### config.mk
export PLATFORM = sky130hd
export DESIGN_NAME = instruction_fetch_unit
export DESIGN_NICKNAME = d
export VERILOG_FILES = /design/src/rtl/instruction_fetch_unit.sv
export SDC_FILE = /design/constraint.sdc
export NUM_CORES = 1
export LEC_CHECK = 0
export BUFFER_PORTS_ARGS = -buffer_cell sky130_fd_sc_hd__buf_4
export CAP_MARGIN = 15
export CORE_MARGIN = 2
export CORE_UTILIZATION = 42
export CTS_CLUSTER_DIAMETER = 60
export DETAILED_ROUTE_END_ITERATION = 7
export PLACE_DENSITY = 0.75
export SYNTH_ARGS = -nofsm -noshare
export SYNTH_HDL_FRONTEND = slang
export SYNTH_SLANG_ARGS = --single-unit
### constraint.sdc
create_clock -name clk -period 1.7 [get_ports clk]
set_input_delay 0.17 -clock clk [delete_from_list [all_inputs] [get_ports clk]]
set_output_delay 0.17 -clock clk [all_outputs]
set_load 0.005 [all_outputs]
### src/rtl/instruction_fetch_unit.sv
// Fetch stage of the 16-bit CPU: reads the word at pc, holds it in the instruction
// register and hands it to decode over a valid/ready handshake.
module instruction_fetch_unit #(
    parameter logic [15:0] RESET_PC = 16'h0000
) (
    input  logic        clk,
    input  logic        reset,
    output logic        readM,
    output logic [15:0] address,
    input  logic [15:0] data,
    input  logic        inputReady,
    output logic        instr_valid,
    input  logic        instr_ready,
    output logic [15:0] instr,
    output logic [15:0] pc_out,
    output logic [3:0]  opcode,
    output logic [1:0]  rs,
    output logic [1:0]  rt,
    output logic [1:0]  rd,
    output logic [5:0]  func,
    output logic [7:0]  imm8,
    output logic [11:0] target12,
    input  logic        redirect_valid,
    input  logic [15:0] redirect_pc,
    input  logic        halt,
    output logic        halted
);

    typedef enum logic [1:0] {
        FETCH  = 2'd0,
        VALID  = 2'd1,
        HALTED = 2'd2
    } state_t;

    state_t      state;
    logic [15:0] pc;
    logic        capture;
    logic        accept;

    // A response only counts while the request is actually on the bus.
    assign capture = (state == FETCH) && readM && inputReady;
    assign accept  = instr_valid && instr_ready;
    assign address = pc;

    always_ff @(posedge clk) begin
        if (reset) begin
            state       <= FETCH;
            pc          <= RESET_PC;
            pc_out      <= RESET_PC;
            readM       <= 1'b0;
            instr       <= 16'h0000;
            instr_valid <= 1'b0;
            halted      <= 1'b0;
        end else begin
            case (state)
                FETCH: begin
                    readM <= 1'b1;
                    if (capture) begin
                        instr       <= data;
                        pc_out      <= pc;
                        instr_valid <= 1'b1;
                        readM       <= 1'b0;
                        state       <= VALID;
                    end
                end
                VALID: begin
                    // Redirect and halt are only meaningful on the accept cycle.
                    if (accept) begin
                        pc          <= redirect_valid ? redirect_pc : pc + 16'd1;
                        instr_valid <= 1'b0;
                        if (halt) begin
                            state  <= HALTED;
                            halted <= 1'b1;
                            readM  <= 1'b0;
                        end else begin
                            state <= FETCH;
                            readM <= 1'b1;
                        end
                    end
                end
                HALTED: begin
                    readM       <= 1'b0;
                    instr_valid <= 1'b0;
                    halted      <= 1'b1;
                end
                default: begin
                    state <= FETCH;
                    readM <= 1'b0;
                end
            endcase
        end
    end

    assign opcode   = instr[15:12];
    assign rs       = instr[11:10];
    assign rt       = instr[9:8];
    assign rd       = instr[7:6];
    assign func     = instr[5:0];
    assign imm8     = instr[7:0];
    assign target12 = instr[11:0];

endmodule
==> results of run 1 <==
## stage by stage
| step | util [%] | total power (W) | setup slack, ns | cell area (um^2) | std cells |
|---|---|---|---|---|---|
| floorplan | - | 0.001680 | 0.01695 | 2674 | 349 |
| global placement | 56.80 | 0.001899 | 0.1065 | 3545 | 517 |
| detailed placement | 56.80 | 0.001919 | 0.03514 | 3545 | 517 |
| CTS | 58.64 | 0.002779 | 0.03715 | 3660 | 525 |
| global route | 59.44 | 0.002919 | -0.04638 | 3710 | 525 |
| finish | 59.44 | 0.002773 | 0.05298 | 3710 | 525 |
## flip-flops by register name (all words and copies together), names as in the netlist
signal and cells:
halted 1, state 2, instr 16, instr_valid 1
address 16, readM 1, pc_out 16
## cell type report
type | instances | area, um^2 | area share (%)
Sequential cell | 53 | 1067 | 28.77
Tap cell | 77 | 96.34 | 2.597
Clock buffer | 5 | 68.82 | 1.855
Clock inverter | 3 | 46.29 | 1.248
Timing Repair Buffer | 150 | 1142 | 30.79
Inverter | 7 | 26.28 | 0.7083
Multi-Input combinational cell | 230 | 1262 | 34.03
## critical path, cell delays in order, from the launching register on
cell     delay [ns]
dfxtp_1        0.34
nand4_1        0.15
or4_4          0.54
or4_1          0.41
a31oi_1        0.14
## power groups by stage
stage               sequential, W  clock [W]  combinational (W)
floorplan                 0.00137          0           0.000306
global placement          0.00137          0           0.000526
detailed placement        0.00138          0           0.000541
CTS                       0.00135   0.000887           0.000543
global route              0.00136   0.000954           0.000604
finish                    0.00135   0.000866           0.000555
## worst paths after layout
kind                 end  slack [ns]  cells after the start
max reg2reg  address[15]        0.05                      4
max          address[15]        0.05                      4
min            instr[12]        0.09                      3
min reg2reg   pc_out[14]        0.46                      2
## repair_timing
| action | CTS | global route |
|---|---|---|
| pin swaps | 1 | 2 |
| gates resized for setup | 0 | 12 |
| hold buffers | 0 | 0 |
| setup endpoints to repair | 1 | 12 |
## placed cells by master, fill, tap and decap left out, types with 2 or more instances in the layout
master,count
o21ai_0,8
a211oi_1,4
and3_1,5
mux2i_1,3
o31ai_1,3
a211oi_2,2
or4_1,2
nand3_1,13
inv_1,7
buf_4,148
dfxtp_1,48
nor2_1,12
nand4_1,3
nand2b_1,2
nor4_1,2
a31oi_1,10
clkbuf_8,5
dfxtp_2,5
ha_1,4
nand2_1,78
or3_1,2
nor3_1,8
nand3_2,2
nor2b_1,3
a21oi_1,45
## cell families (layout without fill, tap and decap cells)
| family | Yosys count | in the layout | synth area share [%] |
|---|---|---|---|
| adder cells (fa/ha/maj) | 5 | 5 | 2.346 |
| AO/OA/AOI/OAI | 83 | 83 | 18.35 |
| AND/OR/NAND/NOR | 138 | 138 | 23.51 |
| multiplexers | 4 | 4 | 1.549 |
| buffers and inverters | 66 | 165 | 14.45 |
| flip-flops | 53 | 53 | 39.79 |
## metal layers
| metal | vias up | part of all wire, % | track usage [%] |
|---|---|---|---|
| met5 | - | 0 | 0 |
| met2 | 113 | 49 | 35.27 |
| met3 | 9 | 6.7 | 4.451 |
| met1 | 1289 | 44 | 25.52 |
| li1 | 1364 | - | - |
| met4 | 0 | 1.1 | 4.545 |
==> metrics.txt, run 1 <==
outcome finished, final reports clean; Sw Ratio between 20% and 30%; Total Wirelength about 7500 um; Worst setup SP type flip-flop; top_reg_cell synth dfxtp_1; hold wc startpoint data[12]; Nets 490; Hold Slack 0.09457 ns; initial antenna violation count 0; GRT Overall Usage about a fifth; CTS buffer count 5; Final HPWL DP 5449 um; Setup crit start address[9]; clk_lat worst skew 0.31 ns; fmax roughly 0.61 GHz; chip width ~84 um; average wire per standard cell 14.36 um; Vias per Instance 5.286; top-count cell post-synth nand2_1; most frequent cells after synthesis 78 x nand2_1, 53 x dfxtp_1, 45 x a21oi_1; DRC viols 0; clock sinks 53; Sw Pwr 0.0007453 W; Hold Crit Class in -> reg; post-synth net total just under 400; Syn Std Cell Area 2666 um^2; fin crit share 96.88%; Fillers 602; Antenna Nets Post-Route 0; CTS max path bufs 2; critical path data arrival time between 1.5 and 2 ns; Worst R2R Start address[9]; Worst-Margin Slew 0.5537 ns; DR iter-0 viols 165; Post-synth EDFFs 0; Setup Viol. Count Final 0; Final Skew 0.01477 ns; Root Driver clkbuf_8; core area approximately 6200 um^2; Req. time, crit path 1.93 ns; io pins 125; Pint between 0.002 and 0.0025 W; CP Max Fanout 2; GP Congestion 0.8075; sequential power share 48.8%; share of the yosys chip area belonging to registers roughly two fifths; Peak VDD IR 0.0004675 V; global-route wire length before repair 11760 um; H-tree Lvls 2; Tmin final 1.647 ns; Leak 1.593 nW; CP Class reg -> reg; Inserted Diodes 0; Setup crit end kind flip-flop; setup_tns 0 ns; mean area per synthesized cell 7.640 um^2; largest net degree at the start of global routing 54; Yosys warning count 0; Gate power share about a fifth; CTS clk-pin slew, worst paths roughly 0.11 ns; post-synthesis cell type count 41; routed vias 2775; Yosys top cell by area dfxtp_1; share of post-route cells with drive strength above 1 39.06%; Initial Util between 40 and 50%; remaining global-route overflow 0; row cnt 29; CTS tree yes; Vert. Die Dim 83.68 um; number of synthesized register bits 53; number of global-route vias before repair 2434; clock share of power 31.2%; Pwr per Cell Area 747.4 nW/um^2; Max transition margin 63.09%; post-CTS setup buffer count 0; Area Overhead vs Synth 39.14%; drt pass-1 iters 4; Final Hold Viols 0; PortBufs 124; top cell type's share of synthesized area 39.79%; cells after synthesis 349; synth top area cells dfxtp_1 40%, nand2_1 11%, buf_4 10%, a21oi_1 8.4%, clkbuf_1 2.7%; Max Transition Viols Final 0; die area 7002 um^2; asr flop ratio synth 0%; Max Cap Viol 0
Note: power is estimated with default switching activity, not from simulation.
==> run 2: changes to the inputs <==
--- a/config.mk
+++ b/config.mk
@@ -10,6 +10,6 @@
 export CORE_MARGIN = 2
-export CORE_UTILIZATION = 42
+export CORE_UTILIZATION = 47
 export CTS_CLUSTER_DIAMETER = 60
 export DETAILED_ROUTE_END_ITERATION = 7
-export PLACE_DENSITY = 0.75
+export PLACE_DENSITY = 0.8
 export SYNTH_ARGS = -nofsm -noshare
==> constraint.sdc (replaced) <==
create_clock -name clk -period 1.55 [get_ports clk]
set_input_delay 0 -clock clk [delete_from_list [all_inputs] [get_ports clk]]
set_output_delay 0 -clock clk [all_outputs]
set_load 0.005 [all_outputs]
==> metrics.txt, run 2 (synthesized netlist as in run 1, its figures left out) <==
Hold Crit Class in -> reg (unchanged); drt pass-1 iters 5 (was 4); H-tree Lvls 2 (unchanged); Setup Viol. Count Final 1 (was 0); hold wc startpoint redirect_pc[11] (was data[12]); Sw Pwr 0.0008274 W (was 0.0007453 W); WHS Path Cells 3 (unchanged); Pwr per Cell Area 798.7 nW/um^2 (was 747.4 nW/um^2); Root Driver clkbuf_8 (unchanged); routed vias 2943 (was 2775); outcome finished with violations (was finished, final reports clean); Max transition margin 71.24% (was 63.09%); Sw Ratio 25.36% (was 26.88%); Initial Util 48.42% (was 42.72%); initial antenna violation count 0 (unchanged); chip width 79.32 um (was 83.68 um); reg2reg end address[15] (unchanged); PortBufs 124 (unchanged); most frequent cells in the layout 161 x buf_4, 77 x nand2_1, 45 x a21oi_1, 40 x dfxtp_1, 19 x dlygate4sd3_1 (was 148 x buf_4, 78 x nand2_1, 48 x dfxtp_1, 45 x a21oi_1, 13 x nand3_1); CP cell instances nand4_4 -> or4_4 -> or4_1 -> a31oi_1 (was nand4_1 -> or4_4 -> or4_1 -> a31oi_1); core area 5507 um^2 (was 6241 um^2); Final HPWL DP 5482 um (was 5449 um); Setup crit end kind flip-flop (unchanged); largest net degree at the start of global routing 39 (was 54); io pins 125 (unchanged); Setup crit start address[0] (was address[9]); Max Cap Viol 0 (unchanged); clk_lat worst skew 0.31 ns (about the same); global-route wire length before repair 12250 um (was 11760 um); Largest stage delay, worst path 0.51 ns (was 0.54 ns); Gate power share 20.9% (was 20.0%); Nets 523 (was 490); CTS tree yes (unchanged); CP Max Fanout 3 (was 2); die area 6292 um^2 (was 7002 um^2); Req. time, crit path 1.79 ns (was 1.93 ns); setup_tns -0.03475 ns (was 0 ns); Pint 0.002435 W (was 0.002028 W); clock sinks 53 (unchanged); fmax 0.6310 GHz (was 0.6072 GHz); Worst R2R Start address[0] (was address[9]); row cnt 27 (was 29); fin crit share 102.2% (was 96.88%); Worst-Margin Slew 0.4314 ns (was 0.5537 ns); most common cell after layout, fill and taps aside buf_4 (unchanged); critical path data arrival time 1.83 ns (was 1.88 ns); Total Wirelength 8220 um (was 7538 um); sequential power share 45.5% (was 48.8%); Vert. Die Dim 79.32 um (was 83.68 um); Reg2Reg Depth 4 (unchanged); Inserted Diodes 0 (unchanged); Area Overhead vs Synth 53.21% (was 39.14%); Peak VDD IR 0.0003967 V (was 0.0004675 V); remaining global-route overflow 0 (unchanged); CTS buffer count 5 (unchanged); clock share of power 33.6% (was 31.2%); slowest cell on the critical path or4_4 (unchanged); Worst setup SP type flip-flop (unchanged); Leak 1.767 nW (was 1.593 nW); share of post-route cells with drive strength above 1 42.20% (was 39.06%); CP Class reg -> reg (unchanged); r2r setup slk -0.03 ns (was 0.05 ns); area post-placement 3630 um^2 (was 3545 um^2); Antenna Nets Post-Route 0 (unchanged); failing checks setup timing; Final Hold Viols 0 (unchanged); hold worst-path end address[11] (was instr[12]); Vias per Instance 5.322 (was 5.286); average wire per standard cell 14.86 um (was 14.36 um); DRC viols 0 (unchanged); number of global-route vias before repair 2577 (was 2434); RSZ-0062 raised after global routing yes; Final Skew 0.004583 ns (was 0.01477 ns); Max Transition Viols Final 0 (unchanged); DR iter-0 viols 134 (was 165); CTS max path bufs 2 (unchanged); CTS clk-pin slew, worst paths 0.09 ns (was 0.11 ns); GRT Overall Usage 24.48% (was 20.22%); Tmin final 1.585 ns (was 1.647 ns); Worst Slack Setup Final -0.03475 ns (was 0.05298 ns); GP Congestion 0.8633 (was 0.8075); fin area 4085 um^2 (was 3710 um^2); total power 0.003263 W (was 0.002773 W)
run 2: final cells by class:
cell class                 instances  area [um^2]
tap                               72        90.09
inverter                           7        26.28
multi-input combinational        230         1303
clock buffer                       5        68.82
fill                             420         1421
timing repair buffer             183         1450
sequential                        53         1082
clock inverter                     3        65.06
run 2: critical path, delay by kind of cell (launching register included):
| family | cells | cell delay, ns |
|---|---|---|
| and+or+nand+nor | 3 | 1.01 |
| DFF | 1 | 0.38 |
| AOI/OAI and AO/OA | 1 | 0.13 |
run 2: worst max-delay path by stage:
stage	slack, ns	cells past startpoint	endpoint
after detailed placement	-0.06	4	address[15]
after global routing	-0.10	4	address[15]
after CTS	-0.05	4	address[15]
final	-0.03	4	address[15]
after global placement	0.007	6	state[1]
after floorplan	-0.06	5	address[15]
run 2: power groups by stage:
stage	sequential [W]	combinational (W)	clock (W)
floorplan	0.00151	0.000338	0
global placement	0.00151	0.000598	0
detailed placement	0.00151	0.000610	0
CTS	0.00148	0.000666	0.00111
global route	0.00149	0.000740	0.00117
finish	0.00149	0.000683	0.00109
run 2: layer usage:
metal	vias up	global-route usage (%)	routed length, um
met3	17	4.886	602
met4	0	10.00	158
met2	148	40.51	4061
met5	-	0	0
li1	1435	-	-
met1	1343	31.16	3398
run 2: repair_timing:
action	in CTS	in global routing
resized for setup	10	11
hold buffers	19	0
hold endpoints to repair	19	0
setup buffers	3	5
pin swaps	2	6
setup endpoints to repair	9	22
run 2: through the flow:
| stage | setup WS (ns) | hold WS [ns] | std cells | utilization (%) |
|---|---|---|---|---|
| floorplan | -0.06353 | 0.1360 | 349 | - |
| global placement | 0.007166 | 0.2475 | 518 | 65.92 |
| detailed placement | -0.06410 | 0.2561 | 518 | 65.92 |
| CTS | -0.04801 | 0.002643 | 548 | 72.94 |
| global route | -0.1005 | 0.009837 | 553 | 74.19 |
| finish | -0.03475 | 0.002067 | 553 | 74.19 |
